===== src/rtl/axi_slice_pkg.sv =====
// Shared types and helpers for the multi-mode AXI channel slice.
package axi_slice_pkg;

  typedef enum logic [1:0] {
    SLICE_BYPASS,
    SLICE_FWD,
    SLICE_SPILL,
    SLICE_FIFO
  } slice_mode_e;

  localparam int unsigned SLICE_MIN_FIFO_DEPTH = 2;

  // Width needed to count 0..depth stored beats (never narrower than for depth 2).
  function automatic int unsigned slice_usage_w(input int unsigned depth);
    int unsigned d;
    d = (depth > SLICE_MIN_FIFO_DEPTH) ? depth : SLICE_MIN_FIFO_DEPTH;
    return $clog2(d + 1);
  endfunction

endpackage


===== src/rtl/axi_slice_spill_reg.sv =====
// Two-entry spill register: A drives the output, B catches the beat that
// arrives while A stalls, so ready_o depends only on local state.
module axi_slice_spill_reg #(
  parameter int unsigned DATA_WIDTH = 32
) (
  input  logic                  clk_i,
  input  logic                  rst_ni,
  input  logic                  flush_i,
  input  logic                  valid_i,
  output logic                  ready_o,
  input  logic [DATA_WIDTH-1:0] data_i,
  output logic                  valid_o,
  input  logic                  ready_i,
  output logic [DATA_WIDTH-1:0] data_o,
  output logic [1:0]            usage_o
);

  logic                  a_full_q, b_full_q;
  logic [DATA_WIDTH-1:0] a_data_q, b_data_q;
  logic                  push, pop;

  assign ready_o = ~b_full_q & ~flush_i;
  assign valid_o = a_full_q & ~flush_i;
  assign data_o  = a_data_q;
  assign usage_o = {1'b0, a_full_q} + {1'b0, b_full_q};
  assign push    = valid_i & ready_o;
  assign pop     = valid_o & ready_i;

  // NOTE: state registers use non-blocking (<=) so every flop samples the
  // pre-edge values; blocking here would let A see B's post-edge content.
  always_ff @(posedge clk_i or negedge rst_ni) begin
    if (!rst_ni) begin
      a_full_q <= 1'b0;
      b_full_q <= 1'b0;
      a_data_q <= '0;
      b_data_q <= '0;
    end else if (flush_i) begin
      a_full_q <= 1'b0;
      b_full_q <= 1'b0;
    end else if (!a_full_q || pop) begin
      if (b_full_q) begin
        a_full_q <= 1'b1;
        a_data_q <= b_data_q;
        b_full_q <= push;
        if (push) b_data_q <= data_i;
      end else begin
        a_full_q <= push;
        if (push) a_data_q <= data_i;
      end
    end else if (push) begin
      b_full_q <= 1'b1;
      b_data_q <= data_i;
    end
  end

endmodule


===== src/rtl/axi_multi_mode_slice.sv =====
// Valid/ready channel slice with selectable timing cut: bypass, forward
// register, spill register or FIFO, plus synchronous flush and occupancy.
module axi_multi_mode_slice
  import axi_slice_pkg::*;
#(
  parameter int unsigned DATA_WIDTH = 32,
  parameter slice_mode_e MODE       = SLICE_FIFO,
  parameter int unsigned DEPTH      = 4,
  localparam int unsigned USAGE_W   = slice_usage_w(DEPTH)
) (
  input  logic                  clk_i,
  input  logic                  rst_ni,
  input  logic                  testmode_i,
  input  logic                  flush_i,
  input  logic                  valid_i,
  output logic                  ready_o,
  input  logic [DATA_WIDTH-1:0] data_i,
  output logic                  valid_o,
  input  logic                  ready_i,
  output logic [DATA_WIDTH-1:0] data_o,
  output logic [USAGE_W-1:0]    usage_o
);

  // Reserved for clock gating; intentionally has no functional effect.
  logic unused_testmode;
  assign unused_testmode = testmode_i;

  case (MODE)
    SLICE_BYPASS: begin : g_bypass
      logic unused_clk_rst;
      assign unused_clk_rst = clk_i ^ rst_ni;
      assign valid_o = valid_i & ~flush_i;
      assign ready_o = ready_i & ~flush_i;
      assign data_o  = data_i;
      assign usage_o = '0;
    end

    SLICE_FWD: begin : g_fwd
      logic                  full_q;
      logic [DATA_WIDTH-1:0] data_q;
      logic                  push, pop;

      assign ready_o = (~full_q | ready_i) & ~flush_i;
      assign valid_o = full_q & ~flush_i;
      assign data_o  = data_q;
      assign usage_o = USAGE_W'(full_q);
      assign push    = valid_i & ready_o;
      assign pop     = valid_o & ready_i;

      always_ff @(posedge clk_i or negedge rst_ni) begin
        if (!rst_ni) begin
          full_q <= 1'b0;
          data_q <= '0;
        end else if (flush_i) begin
          full_q <= 1'b0;
        end else if (push) begin
          full_q <= 1'b1;
          data_q <= data_i;
        end else if (pop) begin
          full_q <= 1'b0;
        end
      end
    end

    SLICE_SPILL: begin : g_spill
      logic [1:0] spill_usage;

      axi_slice_spill_reg #(
        .DATA_WIDTH(DATA_WIDTH)
      ) u_spill (
        .clk_i  (clk_i),
        .rst_ni (rst_ni),
        .flush_i(flush_i),
        .valid_i(valid_i),
        .ready_o(ready_o),
        .data_i (data_i),
        .valid_o(valid_o),
        .ready_i(ready_i),
        .data_o (data_o),
        .usage_o(spill_usage)
      );

      assign usage_o = USAGE_W'(spill_usage);
    end

    default: begin : g_fifo
      if (DEPTH < SLICE_MIN_FIFO_DEPTH) begin : g_depth_check
        $fatal(1, "axi_multi_mode_slice: FIFO DEPTH must be >= 2");
      end

      localparam int unsigned          PTR_W    = $clog2(DEPTH);
      localparam logic [PTR_W-1:0]     LAST_PTR = PTR_W'(DEPTH - 1);
      localparam logic [USAGE_W-1:0]   FULL_CNT = USAGE_W'(DEPTH);

      logic [DATA_WIDTH-1:0] mem [DEPTH];
      logic [PTR_W-1:0]      rd_ptr_q, wr_ptr_q;
      logic [USAGE_W-1:0]    count_q;
      logic                  full, empty, push, pop;

      assign full    = (count_q == FULL_CNT);
      assign empty   = (count_q == '0);
      assign ready_o = ~full & ~flush_i;
      assign valid_o = ~empty & ~flush_i;
      assign data_o  = empty ? '0 : mem[rd_ptr_q];
      assign usage_o = count_q;
      assign push    = valid_i & ready_o;
      assign pop     = valid_o & ready_i;

      // NOTE: the storage array has no reset; it is only ever read behind
      // count_q, and leaving it out keeps it mappable to plain RAM/flops.
      always_ff @(posedge clk_i) begin
        if (push) mem[wr_ptr_q] <= data_i;
      end

      // Explicit wrap at DEPTH-1 so non-power-of-two depths work.
      always_ff @(posedge clk_i or negedge rst_ni) begin
        if (!rst_ni) begin
          rd_ptr_q <= '0;
          wr_ptr_q <= '0;
          count_q  <= '0;
        end else if (flush_i) begin
          rd_ptr_q <= '0;
          wr_ptr_q <= '0;
          count_q  <= '0;
        end else begin
          if (push) wr_ptr_q <= (wr_ptr_q == LAST_PTR) ? '0 : wr_ptr_q + PTR_W'(1);
          if (pop)  rd_ptr_q <= (rd_ptr_q == LAST_PTR) ? '0 : rd_ptr_q + PTR_W'(1);
          if (push && !pop)      count_q <= count_q + USAGE_W'(1);
          else if (!push && pop) count_q <= count_q - USAGE_W'(1);
        end
      end
    end
  endcase

endmodule


===== config.mk =====
export PLATFORM = sky130hd
export DESIGN_NAME = axi_multi_mode_slice
export DESIGN_NICKNAME = d
export VERILOG_FILES = /design/src/rtl/axi_slice_pkg.sv /design/src/rtl/axi_slice_spill_reg.sv /design/src/rtl/axi_multi_mode_slice.sv
export SDC_FILE = /design/constraint.sdc
export NUM_CORES = 1
export LEC_CHECK = 0
export ABC_AREA = 1
export CORE_MARGIN = 2
export CORE_UTILIZATION = 54
export DETAILED_ROUTE_END_ITERATION = 8
export PLACE_DENSITY = 0.79
export SLEW_MARGIN = 30
export SYNTH_ARGS = -nofsm -noshare
export SYNTH_HDL_FRONTEND = slang
export SYNTH_SLANG_ARGS = --single-unit

===== constraint.sdc =====
create_clock -name clk_i -period 3.8 [get_ports clk_i]
set_clock_uncertainty 0.2 [all_clocks]
set_input_delay 0.76 -clock clk_i [delete_from_list [all_inputs] [get_ports clk_i]]
set_output_delay 0.76 -clock clk_i [all_outputs]
set_load 0.03 [all_outputs]

* Yosys cells after proc, flatten, opt, wreduce, memory -nomap -nowiden
Memories as Yosys holds them, arrays and structs flattened.
Cells that the tools add are included.
** Operators by class
- Add/subtract/negate cells :: 4
- Equal/unequal tests :: 3
- Multiplexer cells :: 12
- Bitwise logic cells :: 7
- Reductions and logical operators :: 8
** Operators by type and width (count)
- two-way mux 32 bit :: 1
- two-way mux 2 bit :: 6
- two-way mux 3 bit :: 3
- adder 2 x 1 -> 2 bit (second input constant) :: 2
- bitwise AND 1 bit :: 4
- equality test 2 bit (second input constant) :: 2
- nonzero test 2 bit :: 2
- adder 3 x 1 -> 3 bit (second input constant) :: 1
- equality test 3 bit (second input constant) :: 1
- zero test 3 bit :: 1
- NOT 1 bit :: 3
- nonzero test 3 bit :: 1
- subtractor 3 x 1 -> 3 bit (second input constant) :: 1
- logical AND 1 bit :: 2
- zero test 1 bit :: 2
- two-way mux 1 bit :: 2
** Storage, ports and cells
- Register bits after elaboration :: 7
- Bits in writable memories :: 128
- Bits of input ports :: 38
- Output and inout bits :: 37
- Logic and storage cells :: 38
- Memories :: 1
** Memories
- g_fifo.mem :: depth 4, bits a word 32, rd ports 1, clocked after memory_dff 0, write ports 1, RTL line axi_multi_mode_slice.sv:95 : logic [DATA_WIDTH-1:0] mem [DEPTH];

* Logic depth before layout (Yosys ltp)
Gate-level depths: netlist of the first run.
- Depth after elaboration :: 9
- Mapped depth :: 13

* Least setup slack after synthesis of the first run
OpenSTA, ideal clock, no wires.
- Kind :: input port to flip-flop
- Start point :: in flush_i
- End point :: mem g_fifo.mem[3][0] (enable)
- Arrival :: 2547 ps
- Data required time :: 3179 ps
- Path slack :: 632 ps
- Stages on the path :: 5
- Path buffers :: 0
- Cell sequence :: inv_2 -> nand2_2 -> inv_2 -> nand2_4 -> nor2_1
** Between the ends
- Longest elaborated chain between the ends :: 5
** Ends and longest elaborated chain
- start: declaration :: RTL line axi_multi_mode_slice.sv:14 : input logic flush_i,
- NOT 1 bit :: RTL line axi_multi_mode_slice.sv:102 : assign ready_o = ~full & ~flush_i;
- bitwise AND 1 bit :: RTL line axi_multi_mode_slice.sv:102
- net ready_o :: RTL line axi_multi_mode_slice.sv:16 : output logic ready_o,
- bitwise AND 1 bit :: RTL line axi_multi_mode_slice.sv:106 : assign push = valid_i & ready_o;
- two-way mux 1 bit :: RTL line axi_multi_mode_slice.sv:112 : if (push) mem[wr_ptr_q] <= data_i;
- two-way mux 1 bit (not written as such) :: RTL line axi_multi_mode_slice.sv:112
- end: declaration :: RTL line axi_multi_mode_slice.sv:95
The timed path passes the listed nets, and every way through them passes these cells.

* Worst setup path after layout of the first run
- Start point :: reg g_fifo.count_q[0] (netlist: usage_o[0])
- End point :: out valid_o
** Between the ends
- Longest elaborated chain between the ends :: 3
** Ends and longest elaborated chain
- start: declaration :: RTL line axi_multi_mode_slice.sv:97 : logic [USAGE_W-1:0] count_q;
- start signal: assignment :: RTL line axi_multi_mode_slice.sv:128 : if (push && !pop) count_q <= count_q + USAGE_W'(1);
- start signal: assignment :: RTL line axi_multi_mode_slice.sv:129 : else if (!push && pop) count_q <= count_q - USAGE_W'(1);
- zero test 3 bit :: RTL line axi_multi_mode_slice.sv:101 : assign empty = (count_q == '0);
- NOT 1 bit :: RTL line axi_multi_mode_slice.sv:103 : assign valid_o = ~empty & ~flush_i;
- bitwise AND 1 bit :: RTL line axi_multi_mode_slice.sv:103
- end: declaration :: RTL line axi_multi_mode_slice.sv:18 : output logic valid_o,
Every way passes these cells.

==> results of run 1 <==
## cells in the mapped netlist
master / count
nor2_1: 135
nand2_1: 11
nand2_4: 1
clkbuf_2: 3
a21boi_0: 1
o21ai_1: 31
xnor2_1: 1
clkbuf_1: 5
inv_2: 3
dfrtp_1: 7
nand4_1: 1
nand2_2: 3
buf_4: 2
buf_2: 9
a21oi_1: 32
nand3_1: 7
nor2_4: 1
edfxtp_1: 128
fa_1: 1
buf_6: 5
o21ai_0: 38
inv_1: 14
ha_1: 5
## metrics by stage
| step | hold WS (ps) | total power (W) | setup slack (ps) |
|---|---|---|---|
| 2_1_floorplan | 264 | 0.00328 | 632 |
| 3_3_place_gp | 355 | 0.00399 | 642 |
| 3_5_place_dp | 386 | 0.00404 | 635 |
| 4_1_cts | 319 | 0.00549 | 437 |
| 5_1_grt | 339 | 0.00574 | 372 |
| 6_report | 319 | 0.00547 | 474 |
## layer usage
| metal | share of wire [%] | vias to the layer above |
|---|---|---|
| li1 | - | 1717 |
| met1 | 43 | 1798 |
| met2 | 49 | 138 |
| met3 | 6.1 | 19 |
| met4 | 1.5 | 0 |
| met5 | 0 | - |
## cell families (layout without fill, tap and decap cells)
group / count (synthesis) / after routing
and+or+nand+nor: 159 / 159
DFF: 135 / 135
AOI/OAI and AO/OA: 102 / 102
buffers and inverters: 41 / 133
adders and majority gates: 6 / 6
xor gates and xnor gates: 1 / 1
## layout make-up
class | count | area (sq um)
multi-input cells | 268 | 1260
fillers | 684 | 3000
flip-flops and latches | 135 | 4020
clock inverters | 15 | 118
clock buffers | 17 | 414
inverters | 17 | 63.8
repair buffers | 84 | 771
well taps | 133 | 166
## state kept, by name (all words and copies together) (netlist names)
name,flops
g_fifo.mem,128
usage_o,3
g_fifo.rd_ptr_q,2
g_fifo.wr_ptr_q,2
## report_power, final
group	internal [W]	switching (W)	leakage, nW
Combinational	0.000753	0.00151	0.942
Sequential	0.00173	0.0000384	1.25
Clock	0.000813	0.000636	0.252
Total	0.00329	0.00218	2.45
## worst max path at each step
stage                from               end
3_5_place_dp      flush_i           ready_o
2_1_floorplan     flush_i  g_fifo.mem[3][0]
6_report       usage_o[0]           valid_o
4_1_cts        usage_o[0]           valid_o
5_1_grt        usage_o[0]           valid_o
3_3_place_gp      flush_i           ready_o
## critical path: cells and delay by family (launching register included)
kind                   cells  cell delay, ps
buffers and inverters      2            1090
DFF                        1             420
and+or+nand+nor            3             350
==> qor.yml, run 1 <==
floorplanning:
  fp.dieH_um: 105
  num_io_pins: 75
  core_area_sq_um: 9820
  start_util_pct: 55.7
  rows: 36
  die_area_sq_um: 10900
  die_x_um: 105
synth:
  yosys_register_bits: 135
  synth_top_area_share_pct: 70.3
  synth-simple-area-share_pct: 11.5
  synth-xor-area-share_pct: 0.160
  synth_fa_ha_area_share_pct: 1.51
  synth_top_family_by_area: "simple AND/OR/NAND/NOR gates"
  netlist_area_sq_um: 5470
  syn_nets: 488
  synthMuxAreaShare_pct: 0
  ys_warn_count: 0
  synth_compound_area_share_pct: 9.38
  syn_inst: 444
  avgSynthCellArea_sq_um: 12.3
  synth.distinct_cells: 23
  ys_seq_area_share_pct: 73.5
  synth_top_cells_by_area: "edfxtp_1 (70%), nor2_1 (9.3%), o21ai_0 (3.5%)"
  synth_top_area_cell: "edfxtp_1"
run:
  maxCapViolCount: 0
clock_network:
  cts_tree: "yes"
  postCtsSetupBuffers: 0
  clk-insertion-delay-late_ps: 510
  cts_buffers: 17
  htree_levels: 4
  clock-sinks: 135
  cts_resized: 0
  cts_root_buffer: "clkbuf_8"
  cts_buffer_depth: 2
  ctsHoldBuffers: 0
  cts.clk_slew.worst_paths_ps: 60
timing:
  finalCriticalPeriod_ps: 3330
  max_slew_margin_pct: 58.4
  setup_viol: 0
  tightest_slew_ps: 624
  fin_setup_tns_ps: 0
  finalCritPeriodShare_pct: 87.5
  slew_violations: 0
  finalHoldViolCount: 0
  rsz0062_at_grt: "no"
  timing.fmax_mhz: 301
worst_setup_path:
  path_cells: "nor2_1, nand2_1, inv_1, nor2_1, clkdlybuf4s50_1"
  critPathMaxFanout: 15
  worstRegToRegCells: 13
  setup.worst_path.end_class: "primary output"
  criticalPathCategory: "reg -> out"
  critPathLaunchType: "flop"
  worstPathRequired_ps: 2840
  max_stage_delay_ps: 620
  crit_slowest_cell: "clkdlybuf4s50_1"
  crit_top_cell: "nor2_1"
  reg2reg_slack_ps: 1590
  r2r_end: "usage_o[2]"
  r2r-start: "usage_o[0]"
  critPathArrivalTime_ps: 2370
route:
  post-route-drc-count: 0
  drt_iter0_drc: 352
  ant_nets: 0
  wl_per_cell_um: 17.1
  wirelength_um: 11400
  via_count: 3672
  first_pass_iters: 4
  viasPerCell: 5.49
placement:
  place.gp.congestion: 0.781
  post_dp_cell_area_sq_um: 6290
  hpwl_um: 6420
  post-place-cells: 637
  port_buffers: 73
global_route:
  grt.total_usage_pct: 22.0
  grt_pass1_wl_um: 18300
  met3_usage_pct: 4.87
  grt_max_degree: 49
  top_usage_layer: "met2"
  use_met1_pct: 28.6
  antenna_found_initial: 0
  grt_overflow_total: 0
  grt_pass1_vias: 3649
  gr-usage-met2_pct: 35.8
pwr:
  power.density_nw_per_um2: 803
  p_leak_nw: 2.45
  vdd_drop_max_v: 0.000423
min_path:
  hold_path.class: "in -> async"
final_layout:
  final_cell_count_no_fill: 669
  final_cell_mix: "nor2_1 (131), edfxtp_1 (128), clkdlybuf4s50_1 (41), buf_4 (40), o21ai_0 (38)"
  num_antenna_cells: 0
  nets: 567
  layout-drive-gt1-share_pct: 16.0
  final_area_sq_um: 6820
  area_delta_synth_final_pct: 24.7
  layout_commonest_cell: "nor2_1"
  fin_util_pct: 69.4
status:
  status: "complete, no violations"
(Power assumes the default switching activity.)
==> inputs of run 2 (changes only) <==
--- a/config.mk
+++ b/config.mk
@@ -7,5 +7,4 @@
 export LEC_CHECK = 0
 export ABC_AREA = 1
-export CORE_MARGIN = 2
 export CORE_UTILIZATION = 54
 export DETAILED_ROUTE_END_ITERATION = 8
@@ -15,2 +14,3 @@
 export SYNTH_HDL_FRONTEND = slang
 export SYNTH_SLANG_ARGS = --single-unit
+export TNS_END_PERCENT = 30
--- a/constraint.sdc
+++ b/constraint.sdc
@@ -3,3 +3,3 @@
 set_input_delay 0.76 -clock clk_i [delete_from_list [all_inputs] [get_ports clk_i]]
 set_output_delay 0.76 -clock clk_i [all_outputs]
-set_load 0.03 [all_outputs]
+set_load 0.1 [all_outputs]
==> qor.yml, run 2 (synthesis gave the netlist of run 1 again) <==
status:
  status: "complete, no violations"
timing:
  timing.fmax_mhz: 297
  finalCritPeriodShare_pct: 88.5
  fin_setup_tns_ps: 0
  tightest_slew_ps: 968
  finalHoldViolCount: 0
  setup_viol: 0
  finalCriticalPeriod_ps: 3360
  slew_violations: 0
  finalWorstSetupSlack_ps: 436
  max_slew_margin_pct: 35.2
  rsz0062_at_grt: "no"
floorplanning:
  die_x_um: 103
  core_area_sq_um: 9770
  start_util_pct: 55.9
  rows: 36
  num_io_pins: 75
  fp.dieH_um: 103
  die_area_sq_um: 10500
worst_setup_path:
  crit_end: "data_o[4]"
  reg2reg_slack_ps: 1640
  path_cells: "buf_4, inv_1, buf_4, nor2_1, o21ai_0, a21oi_1, buf_12"
  setup.worst_path.end_class: "primary output"
  criticalPathCategory: "reg -> out"
  crit_top_cell: "buf_4"
  r2r-start: "usage_o[0]"
  worstRegToRegCells: 13
  max_stage_delay_ps: 330
  crit_path_start: "g_fifo.rd_ptr_q[1]"
  cp_top_family: "buffers and inverters"
  critPathLaunchType: "flop"
  r2r_end: "usage_o[2]"
  crit_slowest_cell: "dfrtp_1"
  cp_num_buf_inv: 4
  path_depth: 7
  critPathArrivalTime_ps: 2400
  critPathMaxFanout: 27
  worstPathRequired_ps: 2840
clock_network:
  ctsHoldBuffers: 0
  cts_buffers: 17
  clk-insertion-delay-late_ps: 520
  cts_tree: "yes"
  postCtsSetupBuffers: 0
  cts.clk_slew.worst_paths_ps: 60
  cts_root_buffer: "clkbuf_8"
  cts_buffer_depth: 2
  htree_levels: 4
  clock-sinks: 135
  cts_resized: 0
final_layout:
  nets: 567
  num_antenna_cells: 0
  regMostFlops: "g_fifo.mem"
  area_delta_synth_final_pct: 32.4
  final_cell_mix: "nor2_1 (131), edfxtp_1 (128), clkdlybuf4s50_1 (39), o21ai_0 (38), buf_12 (33)"
  layout-drive-gt1-share_pct: 16.6
  largest_reg_flops: 128
  fin_util_pct: 74.0
  layout_commonest_cell: "nor2_1"
  fillers: 593
  final_area_sq_um: 7240
route:
  wirelength_um: 11800
  viasPerCell: 5.54
  via_count: 3703
  post-route-drc-count: 0
  wl_per_cell_um: 17.7
  ant_nets: 0
  drt_iter0_drc: 261
  first_pass_iters: 5
min_path:
  hold_path.class: "in -> async"
placement:
  port_buffers: 73
  place.gp.congestion: 0.753
  post_dp_cell_area_sq_um: 6660
  place_ws_ps: 864
  hpwl_um: 6330
global_route:
  grt_overflow_total: 0
  grt_max_degree: 46
  grt.total_usage_pct: 24.5
  antenna_found_initial: 0
  grt_pass1_wl_um: 18300
  grt_pass1_vias: 3672
run:
  maxCapViolCount: 0
[run 2: cell types whose count changed in the layout (fill, tap and decap cells not counted), sizes merged]
cell,before,now
clkinv,4,5
clkinvlp,3,2
inv,25,23
clkdlybuf4s50,41,39
bufinv,0,2
buf,43,45
[run 2: how the worst min path moves through the flow]
stage                from            endpoint  slack [ps]
4_1_cts            rst_ni          usage_o[0]         300
3_5_place_dp   usage_o[0]          usage_o[0]         360
6_report           rst_ni          usage_o[0]         310
5_1_grt            rst_ni          usage_o[0]         300
3_3_place_gp   usage_o[0]          usage_o[0]         350
2_1_floorplan      rst_ni  g_fifo.rd_ptr_q[0]         260
[run 2: layer usage]
| metal | routed length [um] | global-route usage (%) | up-vias |
|---|---|---|---|
| li1 | - | - | 1711 |
| met5 | 0 | 0 | - |
| met2 | 6130 | 39.6 | 174 |
| met3 | 872 | 8.00 | 19 |
| met1 | 4650 | 29.7 | 1799 |
| met4 | 190 | 12.3 | 0 |
[run 2: cell type report]
class | count | area [sq um] | area share, %
Multi-Input combinational cell | 268 | 1260 | 17.5
Clock buffer | 17 | 414 | 5.72
Timing Repair Buffer | 84 | 1140 | 15.8
Inverter | 17 | 63.8 | 0.882
Clock inverter | 15 | 166 | 2.30
Tap cell | 133 | 166 | 2.30
Sequential cell | 135 | 4020 | 55.5
[run 2: metrics by stage]
step                instances  hold WS, ps
finish                    669          314
global route              669          300
CTS                       669          296
detailed placement        637          355
global placement          637          351
floorplan                 444          264
Power of run 2 is not shown: default switching activity piles up to over one toggle a cycle in this logic, so the estimate is an artifact.
==> inputs of run 3 (changes only) <==
Settings changed: ABC_CLOCK_PERIOD_IN_PS set to 3800, CELL_PAD_IN_SITES_DETAIL_PLACEMENT set to 1, CELL_PAD_IN_SITES_GLOBAL_PLACEMENT set to 2, CORE_UTILIZATION 54 to 37, PLACE_DENSITY 0.79 to unset, PLACE_DENSITY_LB_ADDON set to 0.1.
==> qor.yml, run 3 (synthesis gave the netlist of run 1 again) <==
status:
  status: "complete, no violations"
final_layout:
  fin_util_pct: 50.3
  layout-drive-gt1-share_pct: 15.2
  nets: 565
  fillers: 1476
  regMostFlops: "g_fifo.mem"
  final_cell_mix: "nor2_1 (131), edfxtp_1 (128), clkdlybuf4s50_1 (39), o21ai_0 (38), buf_12 (34)"
  area_delta_synth_final_pct: 33.3
  final_area_sq_um: 7290
  final_cell_count_no_fill: 718
  layout_commonest_cell: "nor2_1"
  num_antenna_cells: 0
  largest_reg_flops: 128
timing:
  setup_viol: 0
  timing.fmax_mhz: 303
  finalCriticalPeriod_ps: 3300
  max_slew_margin_pct: 34.5
  tightest_slew_ps: 979
  rsz0062_at_grt: "no"
  slew_violations: 0
  finalCritPeriodShare_pct: 86.7
  finalHoldViolCount: 0
clock_network:
  postCtsSetupBuffers: 0
  cts_tree: "yes"
  htree_levels: 4
  cts_resized: 0
  cts_buffers: 17
  clock-sinks: 135
  cts.clk_slew.worst_paths_ps: 50
  cts_buffer_depth: 2
  cts_root_buffer: "clkbuf_16"
  ctsHoldBuffers: 0
  clk-insertion-delay-late_ps: 410
global_route:
  grt_pass1_vias: 3753
  grt_pass1_wl_um: 19700
  grt_max_degree: 67
  grt_overflow_total: 0
  antenna_found_initial: 1
  grt.total_usage_pct: 18.1
worst_setup_path:
  critPathArrivalTime_ps: 2340
  criticalPathCategory: "reg -> out"
  worstPathRequired_ps: 2840
  critPathMaxFanout: 26
  setup.worst_path.end_class: "primary output"
  critPathLaunchType: "flop"
placement:
  hpwl_um: 7190
  port_buffers: 73
  post-place-cells: 686
  place.gp.congestion: 0.718
  post_dp_cell_area_sq_um: 6720
route:
  via_count: 3524
  wirelength_um: 12500
  first_pass_iters: 4
  drt_iter0_drc: 126
  ant_nets: 0
  post-route-drc-count: 0
  viasPerCell: 4.91
  wl_per_cell_um: 17.4
floorplanning:
  num_io_pins: 75
  die_x_um: 124
  fp.dieH_um: 124
  start_util_pct: 37.8
  rows: 44
  core_area_sq_um: 14500
  die_area_sq_um: 15300
run:
  maxCapViolCount: 0
min_path:
  hold_path.class: "reg -> reg"
==> run 3: path summary, 6_finish.rpt <==
check / startpoint / end / slack [ps] / depth (start not counted)
setup / recovery: g_fifo.rd_ptr_q[1] / data_o[23] / 500 / 6
hold / removal: usage_o[0] / usage_o[0] / 380 / 2
setup reg to reg: usage_o[0] / usage_o[2] / 1530 / 13
hold reg to reg: usage_o[0] / usage_o[0] / 380 / 2
max in group asynchronous: rst_ni / g_fifo.rd_ptr_q[0] / 2690 / 1
min in group asynchronous: rst_ni / g_fifo.wr_ptr_q[0] / 430 / 1
==> run 3: metrics by stage <==
step	hold slack [ps]	TNS (ps)	worst slack, ps
floorplan	264	-1680	-55.9
global placement	367	0	832
detailed placement	378	0	735
CTS	397	0	444
global route	437	0	349
finish	384	0	505
==> run 3: metal layers <==
metal | global-route usage, % | vias to the layer above | share of wire, %
li1 | - | 1711 | -
met1 | 21.5 | 1737 | 43
met2 | 31.3 | 59 | 52
met3 | 4.57 | 15 | 3.3
met4 | 7.00 | 2 | 1.3
met5 | 0 | - | 0.088
==> run 3: critical path, cell delays in order (launching register included) <==
cell and delay, ps:
dfrtp_1 570, inv_1 260, buf_4 310, nor2_1 150, o21ai_0 100, a21oi_1 300, buf_12 220
==> run 3: cell type report <==
cell class / instances / area, sq um / area share [%]
Clock buffer: 30 / 534 / 7.33
Sequential cell: 135 / 4020 / 55.2
Tap cell: 184 / 230 / 3.16
Clock inverter: 2 / 35.0 / 0.481
Multi-Input combinational cell: 268 / 1260 / 17.4
Inverter: 17 / 63.8 / 0.876
Timing Repair Buffer: 82 / 1140 / 15.6
Power of run 3 is left out for the same reason.
